File: src/rtl/regfile_write_queue_if.sv
// Bundles the pipeline writeback, multi-cycle result handshake, hazard query
// and register-file write port of regfile_write_queue.
interface regfile_write_queue_if;
    logic        p_we;
    logic [4:0]  p_wr;
    logic [31:0] p_wd;
    logic        m_valid;
    logic        m_ready;
    logic [4:0]  m_wr;
    logic [31:0] m_wd;
    logic [4:0]  RR1;
    logic [4:0]  RR2;
    logic        pend1;
    logic        pend2;
    logic [4:0]  WR;
    logic [31:0] WD;
    logic        RegWrite;
    logic [3:0]  count;

    // Surrounding core: drives writebacks, results and queries.
    modport master (
        output p_we, p_wr, p_wd, m_valid, m_wr, m_wd, RR1, RR2,
        input  m_ready, pend1, pend2, WR, WD, RegWrite, count
    );

    // The write queue itself.
    modport slave (
        input  p_we, p_wr, p_wd, m_valid, m_wr, m_wd, RR1, RR2,
        output m_ready, pend1, pend2, WR, WD, RegWrite, count
    );
endinterface

File: src/rtl/regfile_write_queue.sv
// Register-file write arbiter. The pipeline writeback owns the single write
// slot; long-latency results wait in an in-order FIFO and drain into idle
// slots. A pipeline write to register r kills every queued write to r so an
// older multi-cycle result can never overwrite a younger value.
module regfile_write_queue #(
    parameter int DEPTH = 4
) (
    input  logic                 clk,
    input  logic                 rst,
    regfile_write_queue_if.slave bus
);

    localparam int PW = (DEPTH > 1) ? $clog2(DEPTH) : 1;

    // Per-entry address and liveness stay in flops so they can be compared in
    // parallel for kills and hazard queries; the data payload lives in an array.
    logic [4:0]       addr_reg [DEPTH];
    logic             live_reg [DEPTH];
    logic [31:0]      data_mem [DEPTH];

    logic [PW-1:0]    head_reg;
    logic [PW-1:0]    tail_reg;
    logic [3:0]       count_reg;

    logic             wr_en_reg;
    logic [4:0]       wr_reg;
    logic [31:0]      wd_reg;

    logic             full;
    logic             pipe_acc;
    logic             push;
    logic             pop;
    logic [DEPTH-1:0] kill_hit;
    logic [DEPTH-1:0] rr1_hit;
    logic [DEPTH-1:0] rr2_hit;

    // Writes to $0 are meaningless, so they never claim the slot.
    assign pipe_acc = bus.p_we && (bus.p_wr != 5'd0);
    // Ready depends on the registered count only: a pop on the same edge does
    // not free space early.
    assign full     = (count_reg == 4'(DEPTH));
    assign push     = bus.m_valid && !full && (bus.m_wr != 5'd0);
    // The queue drains only when the pipeline leaves the slot idle.
    assign pop      = !pipe_acc && (count_reg != 4'd0);

    genvar gi;
    generate
        for (gi = 0; gi < DEPTH; gi++) begin : g_entry
            assign kill_hit[gi] = pipe_acc && (addr_reg[gi] == bus.p_wr);
            assign rr1_hit[gi]  = live_reg[gi] && (addr_reg[gi] == bus.RR1);
            assign rr2_hit[gi]  = live_reg[gi] && (addr_reg[gi] == bus.RR2);
        end
    endgenerate

    // Entry bookkeeping: pop frees the head, push fills the tail (born killed if
    // the pipeline writes the same register this edge), pipeline writes kill matches.
    always_ff @(posedge clk or posedge rst) begin
        if (rst) begin
            for (int i = 0; i < DEPTH; i++) begin
                addr_reg[i] <= 5'd0;
                live_reg[i] <= 1'b0;
            end
        end else begin
            for (int i = 0; i < DEPTH; i++) begin
                if (pop && (head_reg == PW'(i))) begin
                    live_reg[i] <= 1'b0;
                end else if (push && (tail_reg == PW'(i))) begin
                    addr_reg[i] <= bus.m_wr;
                    live_reg[i] <= !(pipe_acc && (bus.m_wr == bus.p_wr));
                end else if (kill_hit[i]) begin
                    live_reg[i] <= 1'b0;
                end
            end
        end
    end

    // Payload storage; no reset needed because liveness gates every use.
    always_ff @(posedge clk) begin
        if (push) begin
            data_mem[tail_reg] <= bus.m_wd;
        end
    end

    // Pointer and occupancy update; killed entries still occupy space until popped.
    always_ff @(posedge clk or posedge rst) begin
        if (rst) begin
            head_reg  <= '0;
            tail_reg  <= '0;
            count_reg <= 4'd0;
        end else begin
            if (push) begin
                tail_reg <= tail_reg + PW'(1);
            end
            if (pop) begin
                head_reg <= head_reg + PW'(1);
            end
            case ({push, pop})
                2'b10:   count_reg <= count_reg + 4'd1;
                2'b01:   count_reg <= count_reg - 4'd1;
                default: count_reg <= count_reg;
            endcase
        end
    end

    // Write slot: pipeline first, then a live FIFO head; a killed head burns the
    // slot silently. WR/WD hold whenever RegWrite drops.
    always_ff @(posedge clk or posedge rst) begin
        if (rst) begin
            wr_en_reg <= 1'b0;
            wr_reg    <= 5'd0;
            wd_reg    <= 32'd0;
        end else if (pipe_acc) begin
            wr_en_reg <= 1'b1;
            wr_reg    <= bus.p_wr;
            wd_reg    <= bus.p_wd;
        end else if (pop && live_reg[head_reg]) begin
            wr_en_reg <= 1'b1;
            wr_reg    <= addr_reg[head_reg];
            wd_reg    <= data_mem[head_reg];
        end else begin
            wr_en_reg <= 1'b0;
        end
    end

    // A register is pending while a live queued write targets it or the write
    // port is about to commit it on the next negedge.
    assign bus.pend1 = (bus.RR1 != 5'd0) &&
                       ((|rr1_hit) || (wr_en_reg && (wr_reg == bus.RR1)));
    assign bus.pend2 = (bus.RR2 != 5'd0) &&
                       ((|rr2_hit) || (wr_en_reg && (wr_reg == bus.RR2)));

    assign bus.m_ready  = !full;
    assign bus.count    = count_reg;
    assign bus.RegWrite = wr_en_reg;
    assign bus.WR       = wr_reg;
    assign bus.WD       = wd_reg;

endmodule

File: src/flat_wrapper.sv
// flat-port wrapper written by rule: the top's interface ports become plain ports
module regfile_write_queue_flat 
#(
    parameter int DEPTH = 4
)
  (clk, rst, bus_p_we, bus_p_wr, bus_p_wd, bus_m_valid, bus_m_wr, bus_m_wd, bus_RR1, bus_RR2, bus_m_ready, bus_pend1, bus_pend2, bus_WR, bus_WD, bus_RegWrite, bus_count);
  regfile_write_queue_if bus_i ();
  input  logic clk;
  input  logic rst;
  input wire logic [$bits(bus_i.p_we)-1:0] bus_p_we;
  input wire logic [$bits(bus_i.p_wr)-1:0] bus_p_wr;
  input wire logic [$bits(bus_i.p_wd)-1:0] bus_p_wd;
  input wire logic [$bits(bus_i.m_valid)-1:0] bus_m_valid;
  input wire logic [$bits(bus_i.m_wr)-1:0] bus_m_wr;
  input wire logic [$bits(bus_i.m_wd)-1:0] bus_m_wd;
  input wire logic [$bits(bus_i.RR1)-1:0] bus_RR1;
  input wire logic [$bits(bus_i.RR2)-1:0] bus_RR2;
  output wire logic [$bits(bus_i.m_ready)-1:0] bus_m_ready;
  output wire logic [$bits(bus_i.pend1)-1:0] bus_pend1;
  output wire logic [$bits(bus_i.pend2)-1:0] bus_pend2;
  output wire logic [$bits(bus_i.WR)-1:0] bus_WR;
  output wire logic [$bits(bus_i.WD)-1:0] bus_WD;
  output wire logic [$bits(bus_i.RegWrite)-1:0] bus_RegWrite;
  output wire logic [$bits(bus_i.count)-1:0] bus_count;
  assign bus_i.p_we = bus_p_we;
  assign bus_i.p_wr = bus_p_wr;
  assign bus_i.p_wd = bus_p_wd;
  assign bus_i.m_valid = bus_m_valid;
  assign bus_i.m_wr = bus_m_wr;
  assign bus_i.m_wd = bus_m_wd;
  assign bus_i.RR1 = bus_RR1;
  assign bus_i.RR2 = bus_RR2;
  assign bus_m_ready = bus_i.m_ready;
  assign bus_pend1 = bus_i.pend1;
  assign bus_pend2 = bus_i.pend2;
  assign bus_WR = bus_i.WR;
  assign bus_WD = bus_i.WD;
  assign bus_RegWrite = bus_i.RegWrite;
  assign bus_count = bus_i.count;
  regfile_write_queue #(.DEPTH(DEPTH)) u_core (.clk(clk), .rst(rst), .bus(bus_i));
endmodule
File: config.mk
export PLATFORM = sky130hd
export DESIGN_NAME = regfile_write_queue_flat
export DESIGN_NICKNAME = d
export VERILOG_FILES = /design/src/rtl/regfile_write_queue_if.sv /design/src/rtl/regfile_write_queue.sv /design/src/flat_wrapper.sv
export SDC_FILE = /design/constraint.sdc
export NUM_CORES = 1
export LEC_CHECK = 0
export BUFFER_PORTS_ARGS = -buffer_cell sky130_fd_sc_hd__buf_4
export CAP_MARGIN = 40
export CORE_UTILIZATION = 57
export DETAILED_ROUTE_END_ITERATION = 12
export PLACE_DENSITY = 0.79
export SLEW_MARGIN = 10
export SYNTH_ARGS = -nofsm -noshare
export SYNTH_HDL_FRONTEND = slang
export SYNTH_SLANG_ARGS = --single-unit
File: constraint.sdc
create_clock -name clk -period 3.52 [get_ports clk]
set_clock_uncertainty 0.15 [all_clocks]
set_input_delay 0.176 -clock clk [delete_from_list [all_inputs] [get_ports clk]]
set_output_delay 0.176 -clock clk [all_outputs]
set_load 0.05 [all_outputs]
; ---- Word-level counts from Yosys, hierarchy flattened
; Memories as Yosys holds them, arrays and structs flattened.
; Cells that the tools add are included.
; Widths: inputs -> output; s select.
[totals]
register_bits = 70
latch_bits = 0
ram_bits = 128
romBits = 0
input_bits = 88
output_inout_bits = 45
wordCells = 130
n_memories = 1
[memory_table]
columns = name, depth, word_bits, read_ports, rd_clocked_by_memory_dff, write_ports, line
row1 = u_core.data_mem, 4, 32, 1, 0, 1, regfile_write_queue.sv:19  ; logic [31:0] data_mem [DEPTH];
[classes]
addsub = 4
n_mul = 0
div_mod_pow = 0
n_lt_le_gt_ge = 1
eq_ne = 24
shifts = 0
muxes = 27
bitwise = 5
reduce_logical = 54
[op_table]
columns = op, count
row1 = $eq 5x5->1, 15
row2 = $mux 32, 2
row3 = $logic_and 1x1->1, 30
row4 = $mux 5, 4
row5 = $reduce_bool 5->1, 4
row6 = $mux 1, 18
row7 = $reduce_bool 3->1, 4
row8 = $bmux 5 s2, 1
row9 = $eq 2x2->1 const B, 5
row10 = $pmux 4 s2, 1
row11 = $reduce_and 2->1, 4
row12 = $reduce_or 4->1, 2
row13 = $eq 2x1->1 const B, 3
row14 = $add 2x1->2 const B, 2
row15 = $add 4x1->4 const B, 1
row16 = $eq 4x3->1 const B, 1
row17 = $logic_not 2->1, 2
row18 = $not 1->1, 4
row19 = $reduce_bool 2->1, 2
row20 = $reduce_bool 4->1, 1
row21 = $sub 4x1->4 const B, 1
row22 = $ge 3x3->1 const B, 1
row23 = $logic_not 1->1, 3
row24 = $not 2->3, 1
row25 = other kinds (2), 3

; ---- Logic depth before layout (Yosys ltp)
; Gate-level depths: netlist of the first run.
[logic_depth]
word_depth = 7
mapped_depth = 12
ltp_nobuf = 10

; ---- Least setup slack after synthesis of the first run
; OpenSTA, ideal clock, no wires.
[synth_path]
path_kind = reg2reg
start = register u_core.count_reg[2], in the netlist u_core.bus.count[2]
end = register u_core.count_reg[2], in the netlist u_core.bus.count[2]
setup_ns = 0.125
t_arrival_ns = 2.972
required_ns = 3.245
slack_ns = 0.272
stages_incl_launch_ff = 13
n_path_buf = 2
period_less_slack_ns = 3.248
cell_sequence = dfrtp_1 > clkbuf_2 > or4b_1 > o311a_1 > buf_2 > inv_1 > ha_1 > xor2_1 > ha_1 > a21oi_1 > xor2_1 > nor2_1 > xor2_1
[synth_via]
elab_chain_len = 6
word_cells_on_any_way = 12
[synth_lines]
columns = element, line
row1 = from (decl), regfile_write_queue.sv:23  ; logic [3:0] count_reg;
row2 = from (signal assigned), regfile_write_queue.sv:98  ; 2'b10: count_reg <= count_reg + 4'd1;
row3 = from (signal assigned), regfile_write_queue.sv:99  ; 2'b01: count_reg <= count_reg - 4'd1;
row4 = from (signal assigned), regfile_write_queue.sv:100  ; default: count_reg <= count_reg;
row5 = $eq 4x3->1 (*), regfile_write_queue.sv:41  ; assign full = (count_reg == 4'(DEPTH));
row6 = $logic_not 1->1 (*), n/a
row7 = via bus_m_ready, flat_wrapper.sv:18  ; output wire logic [$bits(bus_i.m_ready)-1:0] bus_m_ready;
row8 = $logic_and 1x1->1 (*) (2 in series), regfile_write_queue.sv:42  ; assign push = bus.m_valid && !full && (bus.m_wr != 5'd0);
row9 = $eq 2x1->1 / $eq 2x2->1 (equally long branches), regfile_write_queue.sv:97  ; case ({push, pop})
row10 = $pmux 4 s2 / $reduce_bool 2->1 (equally long branches), n/a
; Mark *: on every way through the listed nets, which the timed path passes. The rest lies on a longest branch.
; A chain may end at the register's enable or synchronous reset.

; ---- Worst setup path after layout of the first run
[layout_path]
start = input bus_p_wr[1]
end = register u_core.count_reg[2], in the netlist u_core.bus.count[2]
[layout_via]
elab_chain_len = 6
word_cells_on_any_way = 8
[layout_lines]
columns = element, line
row1 = from (decl), flat_wrapper.sv:11  ; input wire logic [$bits(bus_i.p_wr)-1:0] bus_p_wr;
row2 = $reduce_bool 5->1 (*), regfile_write_queue.sv:38  ; assign pipe_acc = bus.p_we && (bus.p_wr != 5'd0);
row3 = $logic_and 1x1->1 (*), regfile_write_queue.sv:38
row4 = $logic_not 1->1 (*), regfile_write_queue.sv:44  ; assign pop = !pipe_acc && (count_reg != 4'd0);
row5 = $logic_and 1x1->1 (*), regfile_write_queue.sv:44
row6 = $eq 2x1->1 / $eq 2x2->1 (equally long branches), regfile_write_queue.sv:97
row7 = $pmux 4 s2 / $reduce_bool 2->1 (equally long branches), n/a
; Mark *: on every way between the ends. The rest lies on a longest branch, timed or not.

==> out/results.ini, run 1 <==
[cts]
cts_buffers=17
ctsLongestPathBuffers=2
path_clk_slew_ps=70
cts_tree=done
ctsHoldBuffers=76
cts-root-buf=clkbuf_16
post_cts_buffers=0
cts_max_level=4
clk_latency_ps=450
numClockSinks=198
postCtsResizedCells=0

[hold_path]
hold_class=in -> reg

[sta]
timing.fmax_ghz=0.341
slew_headroom_pct=47.1
tns_ps=0
period_needed_ps=2940
rsz0062_at_grt=false
hold_viol_final=0
drv_slew=0
tightest_slew_ps=793
setup_viol=0
fin_crit_sh_pct=83.4

[cells_and_area]
multi_input_area_um2=3150
largest_reg_flops=128
fin_nets=884
regArea_um2=5600
insertedDiodeCount=0
area_growth_pct=28.4
drive_gt1_share_pct=30.2
fillers=883

[detailed_routing]
finalWirelength_mm=21.2
firstDrtPassIters=4
drc=0
via_per_inst=5.67
vias=5717
wl_per_cell_um=21.0
drt-initial-drc-count=472
ant_nets=0

[grt]
track_usage_pct=27.6
grt_max_degree=68
grt_pass1_wl_mm=32.8
first_global_vias=6059
grt_antenna_before_repair=0
gr-total-overflow=0

[logic_synthesis]
netlist_instances=586
avgSynthCellArea_um2=15.3
ys_ff_latch=198
syn_nets=685
seq_area_frac_synth_pct=62.5
synthArstFlopShare_pct=35.4
synth-main-ff-cell=edfxtp_1
yosys_warnings=0
syn_area_um2=8950
synth_cell_types=37
synth-edff-count=128

[power_and_ir_drop]
power_frac_comb_pct=40.7
p_sw_uw=3990
p_seq_share_pct=39.3
power_uw=10000
internal_power_uw=6030
vdd.ir_drop.worst_mv=0.682
power-per-cell-area_nw_per_um2=872
p_sw_share_pct=39.8
p_leak_uw=0.00454
power_frac_clock_pct=20.0

[critical_path]
worstPathMaxFanout=13
crit_buf_inv=2
crit_type=in -> reg
endpoint_kind=flop
start_kind=primary input
path_delay_family=buffers and inverters
cpPeakStageDelay_ps=580
cp_slowest_cell=or4_1
worstPathCellList=dlygate4sd3_1 > buf_4 > or4_1 > o21ai_4 > o41a_2 > ha_1 > xor2_1 > ha_1 > a21oi_1 > xor2_1 > nor2_1 > xor2_1
required_ps=3690
cpMostUsedCell=xor2_1
arrival_ps=3100

[floorplanning]
die_width_um=127
fp.coreArea_um2=15300
dieHeight_um=127
rows=45
die-area_um2=16200
ios=133
initial_core_util_pct=58.7

[outcome]
outcome=finished, final reports clean

[placed_design]
place_congestion=0.902
dp_hpwl_mm=13.0
port_buffers=132

[job]
maxCapViolCount=0

==> placed cells by master, fill, tap and decap left out, types with 2 or more instances in the layout <==
master,count
buf_4,143
edfxtp_1,128
dlygate4sd3_1,76
dfrtp_1,68
xor2_1,54
a21oi_1,44
mux4_2,38
nor2_1,38
mux2i_1,36
xnor2_1,28
nand3_1,17
clkbuf_16,17
mux2_2,15
nor4_1,11
nand2_1,11
ha_1,11
inv_1,9
mux2_1,5
mux2_4,5
inv_6,5
o41ai_1,4
or4_1,3
o21ai_0,3
clkinv_8,3
a21oi_2,2
o22a_1,2
nand3b_1,2
clkinvlp_4,2
bufinv_16,2
dfrtp_2,2
==> final cells by class <==
type	count	share of cell area, %
repair buffers	219	16.0
well taps	211	2.30
inverters	10	0.326
clock inverters	14	1.63
clock buffers	18	3.73
multi-input cells	339	27.4
flip-flops and latches	198	48.7
==> worst register-to-register path, cell delays in order (launching register included) <==
cell,delay (ps)
dfrtp_1,490
or4b_1,580
o311a_1,250
inv_1,120
ha_1,280
xor2_1,120
ha_1,190
a21oi_1,140
xor2_1,160
nor2_1,60
xor2_1,140
==> power groups by stage <==
| stage | Combinational (µW) | Clock [µW] | Sequential (µW) |
|---|---|---|---|
| after floorplan | 2200 | 0 | 4520 |
| after global placement | 3890 | 0 | 3920 |
| after detailed placement | 4010 | 0 | 3950 |
| after CTS | 4090 | 2030 | 3910 |
| after global routing | 4360 | 2110 | 4010 |
| final | 4080 | 2010 | 3940 |
==> final timing paths <==
path                                       end  cells past startpoint  slack (ps)           startpoint
min in group asynchronous   u_core.addr_reg[0]                      3         100                  rst
max in group asynchronous   u_core.head_reg[1]                      4        2350                  rst
max                        u_core.bus.count[2]                     12         580          bus_p_wr[1]
min                         u_core.tail_reg[0]                      3          80          bus_m_valid
min reg2reg                  u_core.bus.WD[12]                      2         400    u_core.bus.WD[12]
max reg2reg                u_core.bus.count[2]                     10         740  u_core.bus.count[1]
==> routing by layer <==
| metal | GRT usage, % | up-vias | wire (µm) |
|---|---|---|---|
| met3 | 4.86 | 42 | 1020 |
| met2 | 49.0 | 199 | 11400 |
| li1 | - | 2581 | - |
| met1 | 33.8 | 2895 | 8260 |
| met4 | 10.9 | 0 | 504 |
| met5 | 0 | - | 0 |
==> cell usage after synthesis, drive strengths merged (2+ instances only) <==
| library cell | n | share of area [%] |
|---|---|---|
| a21oi | 46 | 2.7 |
| buf | 17 | 1.1 |
| clkbuf | 22 | 0.94 |
| dfrtp | 70 | 20 |
| edfxtp | 128 | 43 |
| ha | 11 | 1.5 |
| inv | 10 | 0.42 |
| mux2 | 25 | 3.4 |
| mux2i | 36 | 4.0 |
| mux4 | 38 | 9.6 |
| nand2 | 12 | 0.50 |
| nand3 | 17 | 0.95 |
| nand3b | 2 | 0.17 |
| nor2 | 38 | 1.6 |
| nor4 | 11 | 0.77 |
| o21ai | 4 | 0.27 |
| o22a | 2 | 0.20 |
| o41ai | 5 | 0.57 |
| or4 | 3 | 0.25 |
| xnor2 | 28 | 2.7 |
| xor2 | 54 | 5.3 |
==> metrics by stage <==
stage	util, %	cells	hold WS (ps)	setup slack [ps]	instance area, µm²
floorplan	-	586	125	272	8950
global placement	66.3	901	7.37	809	10100
detailed placement	66.3	901	9.59	712	10100
CTS	75.4	1009	59.2	618	11500
global route	75.4	1009	104	381	11500
finish	75.4	1009	83.0	584	11500
==> kinds of logic after synthesis <==
kind of cell             count (synthesis)  share of synthesized area [%]
adder cells (fa/ha/maj)                 11                           1.54
AO/OA/AOI/OAI                           61                           4.08
flip-flops                             198                           62.5
XOR/XNOR                                82                           8.02
buffers and inverters                   49                           2.45
AND/OR/NAND/NOR                         86                           4.49
multiplexers                            99                           16.9
Power figures use the tool's default switching activity.
==> inputs of run 2 (changes only) <==
ABC_AREA = 1   (was unset)
CORE_UTILIZATION = 58   (was 57)
clock period = 3 ns   (was 3.52 ns; I/O delays follow)
==> run 2 against run 1 <==
Compared with the run above: first-iteration DRC count increased by 79%; critical path type is now reg -> reg; clock-buffer cell count decreased by 1; highest routed layer unchanged; sequential cell count unchanged; largest power group unchanged.
==> out/results.ini, run 2 <==
[job]
maxCapViolCount=0  ; unchanged

[critical_path]
cpPeakStageDelay_ps=450  ; -130 ps
arrival_ps=2580  ; -520 ps
cp_slowest_cell=dfrtp_1
worstPathMaxFanout=7  ; -6
start_kind=flop
r2r_cells=9  ; -1
r2r_end=u_core.bus.count[2]
r2r-start=u_core.bus.count[0]
regToRegSetupSlack_ps=610  ; -130 ps
path_delay_family=compound AO/OA/AOI/OAI gates
crit_type=reg -> reg
required_ps=3200  ; -490 ps
worstPathCellList=nor2_1 > nand3_1 > a21boi_4 > ha_1 > xor2_1 > ha_1 > a21oi_1 > xor2_1 > o21ai_0
crit_buf_inv=0  ; -2
critPathLaunch=u_core.bus.count[0]
endpoint_kind=flop

[logic_synthesis]
synth_top_area_cell=edfxtp_1
synthArstFlopShare_pct=35.4  ; unchanged
ys_ff_latch=198  ; unchanged
yosys_warnings=0  ; unchanged
yosysMostFrequentCell=nand2_1
synth_cell_types=27  ; -27%
synth-main-ff-cell=edfxtp_1
synth_top_area_share_pct=39.2  ; -3.7 points
synthTopCellsByCount=328 x nand2_1, 153 x nor2_1, 128 x edfxtp_1
netlist_instances=1105  ; +89%
syn_nets=1204  ; +76%
synthTopCellsByArea=edfxtp_1 39%, dfrtp_1 18%, nand2_1 13%
synth-edff-count=128  ; unchanged
seq_area_frac_synth_pct=57.1  ; -5.4 points
syn_area_um2=9800  ; +9.4%
avgSynthCellArea_um2=8.86  ; -42%

[detailed_routing]
firstDrtPassIters=8  ; +4
drc=0  ; unchanged
drt-initial-drc-count=844  ; +79%
finalWirelength_mm=25.8  ; +22%
wl_per_cell_um=17.0  ; -19%
vias=8462  ; +48%
via_per_inst=5.56  ; -1.8%
ant_nets=0  ; unchanged

[sta]
timing.fmax_ghz=0.419
hold_viol_final=0  ; unchanged
slew_headroom_pct=58.3  ; +11 points
fin_crit_sh_pct=79.6
tightest_slew_ps=625  ; -168 ps
setup_viol=0  ; unchanged
hold_slack_ps=24.7  ; -58.3 ps
tns_ps=0  ; unchanged
rsz0062_at_grt=false
drv_slew=0  ; unchanged
setup_ws_ps=613  ; +29.3 ps
period_needed_ps=2390

[grt]
first_global_vias=8378  ; +38%
gr-total-overflow=0  ; unchanged
grt_pass1_wl_mm=41.4  ; +26%
track_usage_pct=30.8  ; +3.1 points
grt_max_degree=52  ; -24%
grt_antenna_before_repair=0  ; unchanged

[cts]
clk_latency_ps=430  ; -20 ps
ctsLongestPathBuffers=2  ; unchanged
cts-root-buf=clkbuf_16
cts_tree=done
path_clk_slew_ps=70  ; about the same
numClockSinks=198  ; unchanged
postCtsResizedCells=0  ; unchanged
ctsHoldBuffers=73  ; -3.9%
cts_buffers=17  ; unchanged
cts_max_level=4  ; unchanged
post_cts_buffers=0  ; unchanged

[cells_and_area]
largest_reg_flops=128  ; unchanged
final_common_cell=nand2_1
insertedDiodeCount=0  ; unchanged
drive_gt1_share_pct=16.1  ; -14 points
final_cell_mix=328 x nand2_1, 153 x nor2_1, 146 x buf_4
area_growth_pct=25.1
fin_nets=1387  ; +57%

[floorplanning]
die-area_um2=17400  ; +7.4%
rows=47  ; +4.4%
initial_core_util_pct=59.3  ; +0.60 points
fp.coreArea_um2=16500  ; +8.3%
dieHeight_um=132  ; +3.6%
die_width_um=132  ; +3.6%
ios=133  ; unchanged

[hold_path]
min_from=bus_p_wr[4]
hold_class=in -> reg
whs_path_depth=5  ; +2
hold_path_end=u_core.live_reg[3]

[power_and_ir_drop]
vdd.ir_drop.worst_mv=0.572  ; -16%
power-per-cell-area_nw_per_um2=994  ; +14%
power_uw=12200  ; +22%
p_leak_uw=0.00555  ; +22%

[placed_design]
port_buffers=132  ; unchanged
place_congestion=0.961  ; +6.5%
dp_hpwl_mm=15.6  ; +20%
pre_cts_ws_ps=633  ; -78.6 ps

[outcome]
outcome=finished, final reports clean

==> run 2: metrics by stage <==
step | utilization, % | cell area, µm² | instances
6_report | 74.1 | 12300 | 1521
5_1_grt | 74.1 | 12300 | 1521
4_1_cts | 74.1 | 12300 | 1521
3_5_place_dp | 65.9 | 10900 | 1416
3_3_place_gp | 65.9 | 10900 | 1416
2_1_floorplan | - | 9800 | 1105
==> run 2: worst max path at each step <==
stage	depth (start not counted)	slack [ps]	to
4_1_cts	9	600	u_core.bus.count[2]
6_report	9	610	u_core.bus.count[2]
3_3_place_gp	9	710	u_core.bus.count[2]
5_1_grt	9	420	u_core.bus.count[2]
3_5_place_dp	9	630	u_core.bus.count[2]
2_1_floorplan	9	310	u_core.bus.count[2]
==> run 2: cells by family after synthesis <==
| family | Yosys count | synth area share [%] |
|---|---|---|
| and+or+nand+nor | 596 | 25.2 |
| AOI/OAI and AO/OA | 151 | 7.92 |
| adders and majority gates | 11 | 1.41 |
| xor gates and xnor gates | 33 | 2.95 |
| buffers and inverters | 116 | 5.43 |
| DFF | 198 | 57.1 |
==> run 2: cell type report <==
| cell class | instances | area [µm²] |
|---|---|---|
| Tap cell | 220 | 275 |
| Clock inverter | 15 | 198 |
| Sequential cell | 198 | 5600 |
| Clock buffer | 17 | 425 |
| Timing Repair Buffer | 221 | 1870 |
| Inverter | 59 | 221 |
| Fill cell | 1171 | 4270 |
| Multi-Input combinational cell | 791 | 3670 |
==> run 2: layer usage <==
metal	track usage [%]	part of all wire (%)	vias up	routed length (µm)
li1	-	-	3995	-
met1	38.6	39	3936	10100
met2	52.1	49	464	12700
met3	4.84	8.1	67	2090
met4	15.4	3.4	0	875
met5	0	0	-	0
==> run 2: worst min-delay path, cell delays in order <==
cell     delay [ps]
buf_4           130
xnor2_1          70
nand3_1          90
nand3_1          80
nand2_1          50
==> run 2: power by group <==
part           internal [µW]  switching [µW]
Clock                   1340            1040
Combinational           1690            3710
Sequential              3740             663
